**src/rtl/imem_loader.sv**
```systemverilog
// ---------------------------------------------------------------------------
// imem_loader
//
// Program loader and run supervisor for the 16-bit CPU. It accepts instruction
// words on a valid/ready stream and writes them into instruction memory from
// address 0 upward, holding the CPU in reset while it does so. It then releases
// the CPU and supervises execution until the CPU reports `halted` or a cycle
// budget runs out.
//
// Parameters
//   ADDR_W          instruction memory address width (depth = 2**ADDR_W words)
//   TIMEOUT_CYCLES  maximum number of RUN cycles before a timeout is declared
//
// Ports
//   clk          in   system clock, rising edge
//   reset        in   synchronous active-high reset
//   ld_valid     in   loader word valid
//   ld_data      in   instruction word [15:0]
//   ld_last      in   final word of the program (qualified by ld_valid)
//   ld_ready     out  loader can accept a word (LOAD only)
//   start_load   in   begin a new load from DONE / TIMEOUT / ERR
//   halted       in   CPU has executed HALT
//   imem_we      out  instruction memory write enable (registered)
//   imem_waddr   out  write address [ADDR_W-1:0] (registered)
//   imem_wdata   out  write data [15:0] (registered)
//   cpu_reset    out  CPU reset, high in every state except RUN
//   run_done     out  CPU halted normally (level, DONE)
//   run_timeout  out  cycle budget exhausted (level, TIMEOUT)
//   load_err     out  program overflowed memory (level, ERR)
//   word_count   out  words written in the current load [ADDR_W:0]
//   run_cycles   out  RUN cycles elapsed, saturating at 0xFFFF [15:0]
// ---------------------------------------------------------------------------
module imem_loader #(
    parameter int ADDR_W         = 8,
    parameter int TIMEOUT_CYCLES = 200
) (
    input  logic              clk,
    input  logic              reset,
    input  logic              ld_valid,
    input  logic [15:0]       ld_data,
    input  logic              ld_last,
    output logic              ld_ready,
    input  logic              start_load,
    input  logic              halted,
    output logic              imem_we,
    output logic [ADDR_W-1:0] imem_waddr,
    output logic [15:0]       imem_wdata,
    output logic              cpu_reset,
    output logic              run_done,
    output logic              run_timeout,
    output logic              load_err,
    output logic [ADDR_W:0]   word_count,
    output logic [15:0]       run_cycles
);

    typedef enum logic [2:0] {
        S_LOAD,
        S_DRAIN,
        S_RUN,
        S_DONE,
        S_TIMEOUT,
        S_ERR
    } state_t;

    // word_count value just before the handshake that fills the top address.
    localparam logic [ADDR_W:0] LAST_ADDR     = {1'b0, {ADDR_W{1'b1}}};
    // The timeout is taken on the RUN cycle whose increment makes run_cycles
    // equal TIMEOUT_CYCLES, so the flag and the final count appear together.
    localparam logic [16:0]     TIMEOUT_M1    = 17'(TIMEOUT_CYCLES - 1);

    state_t state;
    state_t state_nx;
    logic   handshake;
    logic   timeout_hit;
    logic   terminal;

    assign handshake   = ld_valid && (state == S_LOAD);
    assign timeout_hit = ({1'b0, run_cycles} == TIMEOUT_M1);
    assign terminal    = (state == S_DONE) || (state == S_TIMEOUT) || (state == S_ERR);

    // Moore outputs decoded straight from the state register.
    assign ld_ready    = (state == S_LOAD);
    assign cpu_reset   = (state != S_RUN);
    assign run_done    = (state == S_DONE);
    assign run_timeout = (state == S_TIMEOUT);
    assign load_err    = (state == S_ERR);

    // NOTE: state_nx is given a default before the case so every path assigns
    // it; without that a missing branch would infer a latch.
    always_comb begin
        state_nx = state;
        case (state)
            S_LOAD: begin
                if (handshake) begin
                    if (ld_last) begin
                        state_nx = S_DRAIN;
                    end else if (word_count == LAST_ADDR) begin
                        // The overflowing word is still written, on the
                        // first ERR cycle, just like any other handshake.
                        state_nx = S_ERR;
                    end
                end
            end
            S_DRAIN: state_nx = S_RUN;
            S_RUN: begin
                // halted takes priority over a simultaneous timeout.
                if (halted) begin
                    state_nx = S_DONE;
                end else if (timeout_hit) begin
                    state_nx = S_TIMEOUT;
                end
            end
            S_DONE, S_TIMEOUT, S_ERR: begin
                if (start_load) begin
                    state_nx = S_LOAD;
                end
            end
            default: state_nx = S_LOAD;
        endcase
    end

    // NOTE: sequential state uses non-blocking assignments so every register
    // samples the pre-edge values of the others, independent of statement order.
    always_ff @(posedge clk) begin
        if (reset) begin
            state      <= S_LOAD;
            imem_we    <= 1'b0;
            imem_waddr <= '0;
            imem_wdata <= '0;
            word_count <= '0;
            run_cycles <= '0;
        end else begin
            state   <= state_nx;
            imem_we <= handshake;

            if (handshake) begin
                imem_waddr <= word_count[ADDR_W-1:0];
                imem_wdata <= ld_data;
                word_count <= word_count + 1'b1;
            end

            if ((state == S_RUN) && (run_cycles != 16'hFFFF)) begin
                run_cycles <= run_cycles + 16'd1;
            end

            if (terminal && start_load) begin
                word_count <= '0;
                run_cycles <= '0;
            end
        end
    end

endmodule

```
**config.mk**
```make
export PLATFORM = sky130hd
export DESIGN_NAME = imem_loader
export DESIGN_NICKNAME = d
export VERILOG_FILES = /design/src/rtl/imem_loader.sv
export SDC_FILE = /design/constraint.sdc
export NUM_CORES = 1
export LEC_CHECK = 0
export BUFFER_PORTS_ARGS = -buffer_cell sky130_fd_sc_hd__buf_2
export CORE_ASPECT_RATIO = 1.4
export CORE_MARGIN = 4
export CORE_UTILIZATION = 51
export DETAILED_ROUTE_END_ITERATION = 6
export PLACE_DENSITY = 0.81
export RECOVER_POWER = 100
export SLEW_MARGIN = 10
export SYNTH_ARGS = -nofsm -noshare
export SYNTH_HDL_FRONTEND = slang
export SYNTH_SLANG_ARGS = --single-unit
```
**constraint.sdc**
```tcl
create_clock -name clk -period 2.15 [get_ports clk]
set_clock_uncertainty 0.1 [all_clocks]
set_input_delay 0.215 -clock clk [delete_from_list [all_inputs] [get_ports clk]]
set_output_delay 0.215 -clock clk [all_outputs]
set_load 0.01 [all_outputs]
```
## After elaboration in Yosys (flattened, before gate mapping)

Index checks and enable logic that the tools add are counted.

| word-level totals | value |
|---|---|
| register bits after elaboration | 53 |
| output and inout port bits | 55 |
| logic and storage cells | 37 |
| bits of input ports | 22 |

| operators by class | value |
|---|---|
| $add $sub $neg | 2 |
| equal/unequal tests | 13 |
| multiplexer cells | 7 |
| reduce and logical (&&, ||, !) cells | 9 |

Operators by type and width:

| kind | number |
|---|---|
| two-way mux 3 bit | 6 |
| adder 16 x 1 -> 16 bit, second input constant | 1 |
| == test 16 x 8 -> 1 bit, second input constant | 1 |
| != test 16 bit, second input constant | 1 |
| one-hot mux 3 bit (4 select lines) | 1 |
| adder 9 x 1 -> 9 bit, second input constant | 1 |
| == test 9 x 8 -> 1 bit, second input constant | 1 |
| == test 3 x 2 -> 1 bit, second input constant | 2 |
| == test 3 bit, second input constant | 2 |
| != test 3 x 2 -> 1 bit, second input constant | 2 |
| AND reduction 4 bit | 1 |
| == test 3 x 1 -> 1 bit, second input constant | 1 |
| logical AND 1 bit | 3 |
| zero test 3 bit | 1 |
| != test 3 bit, second input constant | 1 |
| OR reduction 3 bit | 1 |
| logical OR 1 bit | 2 |
| != test 2 x 1 -> 1 bit, second input constant | 1 |
| != test 2 bit, second input constant | 1 |
| OR reduction 2 bit | 1 |

## Depth between registers and ports, before layout

| logic depth | value |
|---|---|
| word-level depth | 5 |
| depth in mapped cells | 7 |
| mapped depth without buffers | 7 |

## Worst setup path before layout

No wires, ideal clock.

| timing | value |
|---|---|
| path type | reg2reg |
| from | register word_count[2] |
| to | register state[2] |
| cell stages (with the launch flop) | 8 |
| path buffers | 0 |
| setup slack | 0.395 ns |
| required time | 1.980 ns |
| setup time | 0.070 ns |
| data arrival time | 1.585 ns |
| clock period less this slack | 1.755 ns |
| cell sequence | dfxtp_1 > and4_1 > and4_1 > ha_1 > nor4bb_1 > o21ai_0 > a21o_1 > a21oi_1 |

| on the way | value |
|---|---|
| cells in the longest elaborated chain, start to end | 3 |

Ends and longest elaborated chain:

| element | line | RTL |
|---|---|---|
| start, declared | 52 | `output logic [ADDR_W:0] word_count,` |
| start signal, assigned | 139 | `word_count <= word_count + 1'b1;` |
| == test 9 x 8 -> 1 bit | 97 | `end else if (word_count == LAST_ADDR) begin` |
| != test 3 x 2 -> 1 bit (no source line) | -- |  |
| AND reduction 4 bit (no source line) | -- |  |
| end signal, assigned | 133 | `state <= state_nx;` |
| end, declared | 71 | `state_t state;` |

Every way passes these cells.
A chain may end at the register's enable or synchronous reset.

## Worst setup path in the final report

| timing | value |
|---|---|
| from | register state[1] |
| to | register run_cycles[0] |

| on the way | value |
|---|---|
| cells in the longest elaborated chain, start to end | 5 |
| elaborated cells on any way between the ends | 9 |
| classes of those cells | eq/ne: 4; reduce/logical: 5 |

Ends and longest elaborated chain:

| element | line | RTL |
|---|---|---|
| == test 3 x 2 -> 1 bit / == test 3 bit (equally long branches) | 79 | `assign terminal = (state == S_DONE) \|\| (state == S_TIMEOUT) \|\| (state == S_ERR);` |
| logical OR 1 bit (2 in series) | 79 |  |
| logical AND 1 bit | 146 | `if (terminal && start_load) begin` |
| OR reduction 2 bit (no source line) | -- |  |
| end signal, assigned | 143 | `run_cycles <= run_cycles + 16'd1;` |
| end, declared | 53 | `output logic [15:0] run_cycles` |

Several ways; a longest one is shown, not always the timed one.

==> reports/metrics.cfg <==
[outcome]
status = finished, final reports clean

[detailed_routing]
first_pass_iters = 4
detail-route-antenna-nets = 0
routed_wl_mm = 5.87
viasPerCell = 5.50
vias = 2394
wl_per_cell_um = 13.5
drcViolationCount = 0
drt_iter0_drc = 166

[sta]
tns_ns = 0
drv_slew = 0
fin_crit_ns = 1.99
holdWs_ns = 0.0427
finalHoldViolCount = 0
min_period_over_period_pct = 92.7
max_freq_mhz = 502
setup_violations = 0
tightest_slew_ns = 0.736
rsz0062_at_grt = no
setup_slack_ns = 0.157
relSlewSlack_pct = 50.9

[clock_network]
postCtsSetupBuffers = 0
postCtsHoldBufs = 0
clk_pin_slew_ns = 0.10
clkSinkCount = 53
cts_root_buf = clkbuf_8
cts_buffers = 5
cts_buffer_depth = 2
ctsResizeCount = 0
htreeDepth = 2
cts_tree = done
insertion_delay_ns = 0.30

[logic_synthesis]
avgSynthCellArea_um2 = 8.66
yosysWarnings = 0
synthCells = 293
synthDistinctLibCells = 49
ys.flop_type = dfxtp_1
yosys.area.top_type_share_pct = 41.8
netlist_area_um2 = 2540
synth.area.top_cells = dfxtp_1 42%, nand2_1 8.6%, a21oi_1 7.3%
synth_edf_count = 0
synth_top_area_cell = dfxtp_1
synth_seq_area_share_pct = 41.8
ys_async_sr_fraction_pct = 0
ys_ff_latch = 53
syn_nets = 318

[critical_path]
worstReg2RegEnd = run_cycles[0]$_SDFFE_PP0P_
r2r_start = state[1]$_SDFFE_PP0P_
path_delay_family = simple AND/OR/NAND/NOR gates
reg2reg_slack_ns = 0.16
path_cells = nor2b_1 -> o21ai_2 -> clkbuf_2 -> or3b_2 -> mux2i_1
cp_num_cells = 5
worst_path_max_delay_cell = dfxtp_1
cp.required_ns = 2.29
cp.arrival_ns = 2.13
cp_max_fo = 21
cp_num_buf_inv = 1
start_kind = flip-flop
cp_slowest_stage_delay_ns = 0.61
critPathKind = flip-flop to flip-flop
end_kind = flip-flop
timing.reg2reg.worst_path_depth = 5

[floorplan]
num_rows = 30
io_pins = 77
die_w_um = 67.6
initial_core_util_pct = 52.4
die_area_um2 = 6180
fp.dieH_um = 91.4
coreArea_um2 = 4840

[flow_run]
cap_violations = 0

[worst_hold_path]
hold_depth = 3
hp-class = input pin to flip-flop
min_to = imem_wdata[5]$_SDFFE_PP0P_
hp-start = ld_data[5]

[placement]
numPortBuffers = 76
gp_congestion = 0.890
dp.final_hpwl_mm = 4.33
dp_slack_ns = 0.252

[pwr]
power.density_nw_per_um2 = 669
leakagePower_uw = 0.00108
vdd_ir_drop_max_mv = 0.440
totalPowerFinal_uw = 2010

[global_route]
grt_pass1_wl_mm = 9.75
grt_max_degree = 50
overflow = 0
grt_pass1_vias = 2208
antenna_found_initial = 0
track_usage_pct = 19.6

[cells_and_area]
fin_nets = 395
drive_above_1_share_pct = 13.7
area_growth_pct = 18.6
antenna_cells = 0

## kinds of logic (layout without fill, tap and decap cells)
logic type | Yosys count | count (layout) | share of synthesized area [%]
AO/OA/AOI/OAI | 61 | 61 | 14.4
XOR/XNOR | 8 | 8 | 2.76
multiplexers | 10 | 10 | 3.95
AND/OR/NAND/NOR | 137 | 137 | 31.0
flip-flops | 53 | 53 | 41.8
buffers and inverters | 21 | 99 | 4.64
adder cells (fa/ha/maj) | 3 | 3 | 1.48
## layer usage
metal / track usage, % / share of wire (%) / up-vias
met3: 3.34 / 5.8 / 11
met2: 33.1 / 50 / 77
li1: - / - / 1197
met1: 23.3 / 41 / 1109
met4: 9.14 / 2.7 / 0
met5: 0 / 0 / -
## sequential cells by signal, summed over array words and instances (netlist names)
| register | flops |
|---|---|
| imem_wdata | 16 |
| run_cycles | 16 |
| word_count | 9 |
| imem_waddr | 8 |
| state | 3 |
| imem_we | 1 |
## worst min-delay path, cell delays in order
cell and delay, ns:
buf_2 0.09, nand2_1 0.05, a21oi_1 0.05
## final cells by class
cell class | count | area [µm²]
inverter | 3 | 11.3
multi-input combinational | 219 | 1350
clock buffer | 6 | 82.6
tap | 64 | 80.1
sequential | 53 | 1060
clock inverter | 2 | 37.5
timing repair buffer | 88 | 385
fill | 468 | 1830
## synthesized netlist by cell type (4+ instances only)
cell,number
nand2_1,58
dfxtp_1,53
a21oi_1,37
nor2_1,14
nand3b_1,11
mux2i_1,10
nand3_1,9
clkbuf_1,8
or3b_1,7
a211oi_1,6
nand4_1,6
xor2_1,6
and4_1,5
buf_2,4
o21ai_0,4
## through the flow
stage	instances	utilization (%)	instance area, µm²
5_1_grt	435	62.1	3010
3_3_place_gp	427	61.6	2980
4_1_cts	435	64.0	3100
6_report	435	62.1	3010
3_5_place_dp	427	61.6	2980
2_1_floorplan	293	-	2540
## report_power, final
group / internal (µW) / switching [µW]
clock: 379 / 324
sequential: 1020 / 32.9
combinational: 99.9 / 155
## placed cells by master (no fill, tap or decap), types with 3 or more instances in the layout
cell type  count
a211oi_1       6
a21oi_1       38
and2_1         3
and4_1         5
buf_2         23
buf_4          6
clkbuf_1      56
clkbuf_2       3
clkbuf_8       6
dfxtp_1       53
ha_1           3
inv_1          3
mux2i_1       10
nand2_1       58
nand3_1        9
nand3b_1      11
nand4_1        6
nor2_1        14
nor2b_1        3
o21ai_0        4
o31ai_1        3
or3b_1         7
xor2_1         6
## worst max path at each step
stage                                           from                     endpoint  slack [ns]
after floorplan           word_count[2]$_SDFFE_PP0P_        state[2]$_SDFFE_PP0P_        0.39
after global placement         state[1]$_SDFFE_PP0P_  run_cycles[13]$_SDFFE_PP0P_        0.30
after detailed placement       state[1]$_SDFFE_PP0P_  run_cycles[14]$_SDFFE_PP0P_        0.25
after CTS                      state[1]$_SDFFE_PP0P_  run_cycles[15]$_SDFFE_PP0P_        0.22
after global routing           state[1]$_SDFFE_PP0P_  run_cycles[14]$_SDFFE_PP0P_       0.003
final                          state[1]$_SDFFE_PP0P_   run_cycles[0]$_SDFFE_PP0P_        0.16
Power figures use the tool's default switching activity.
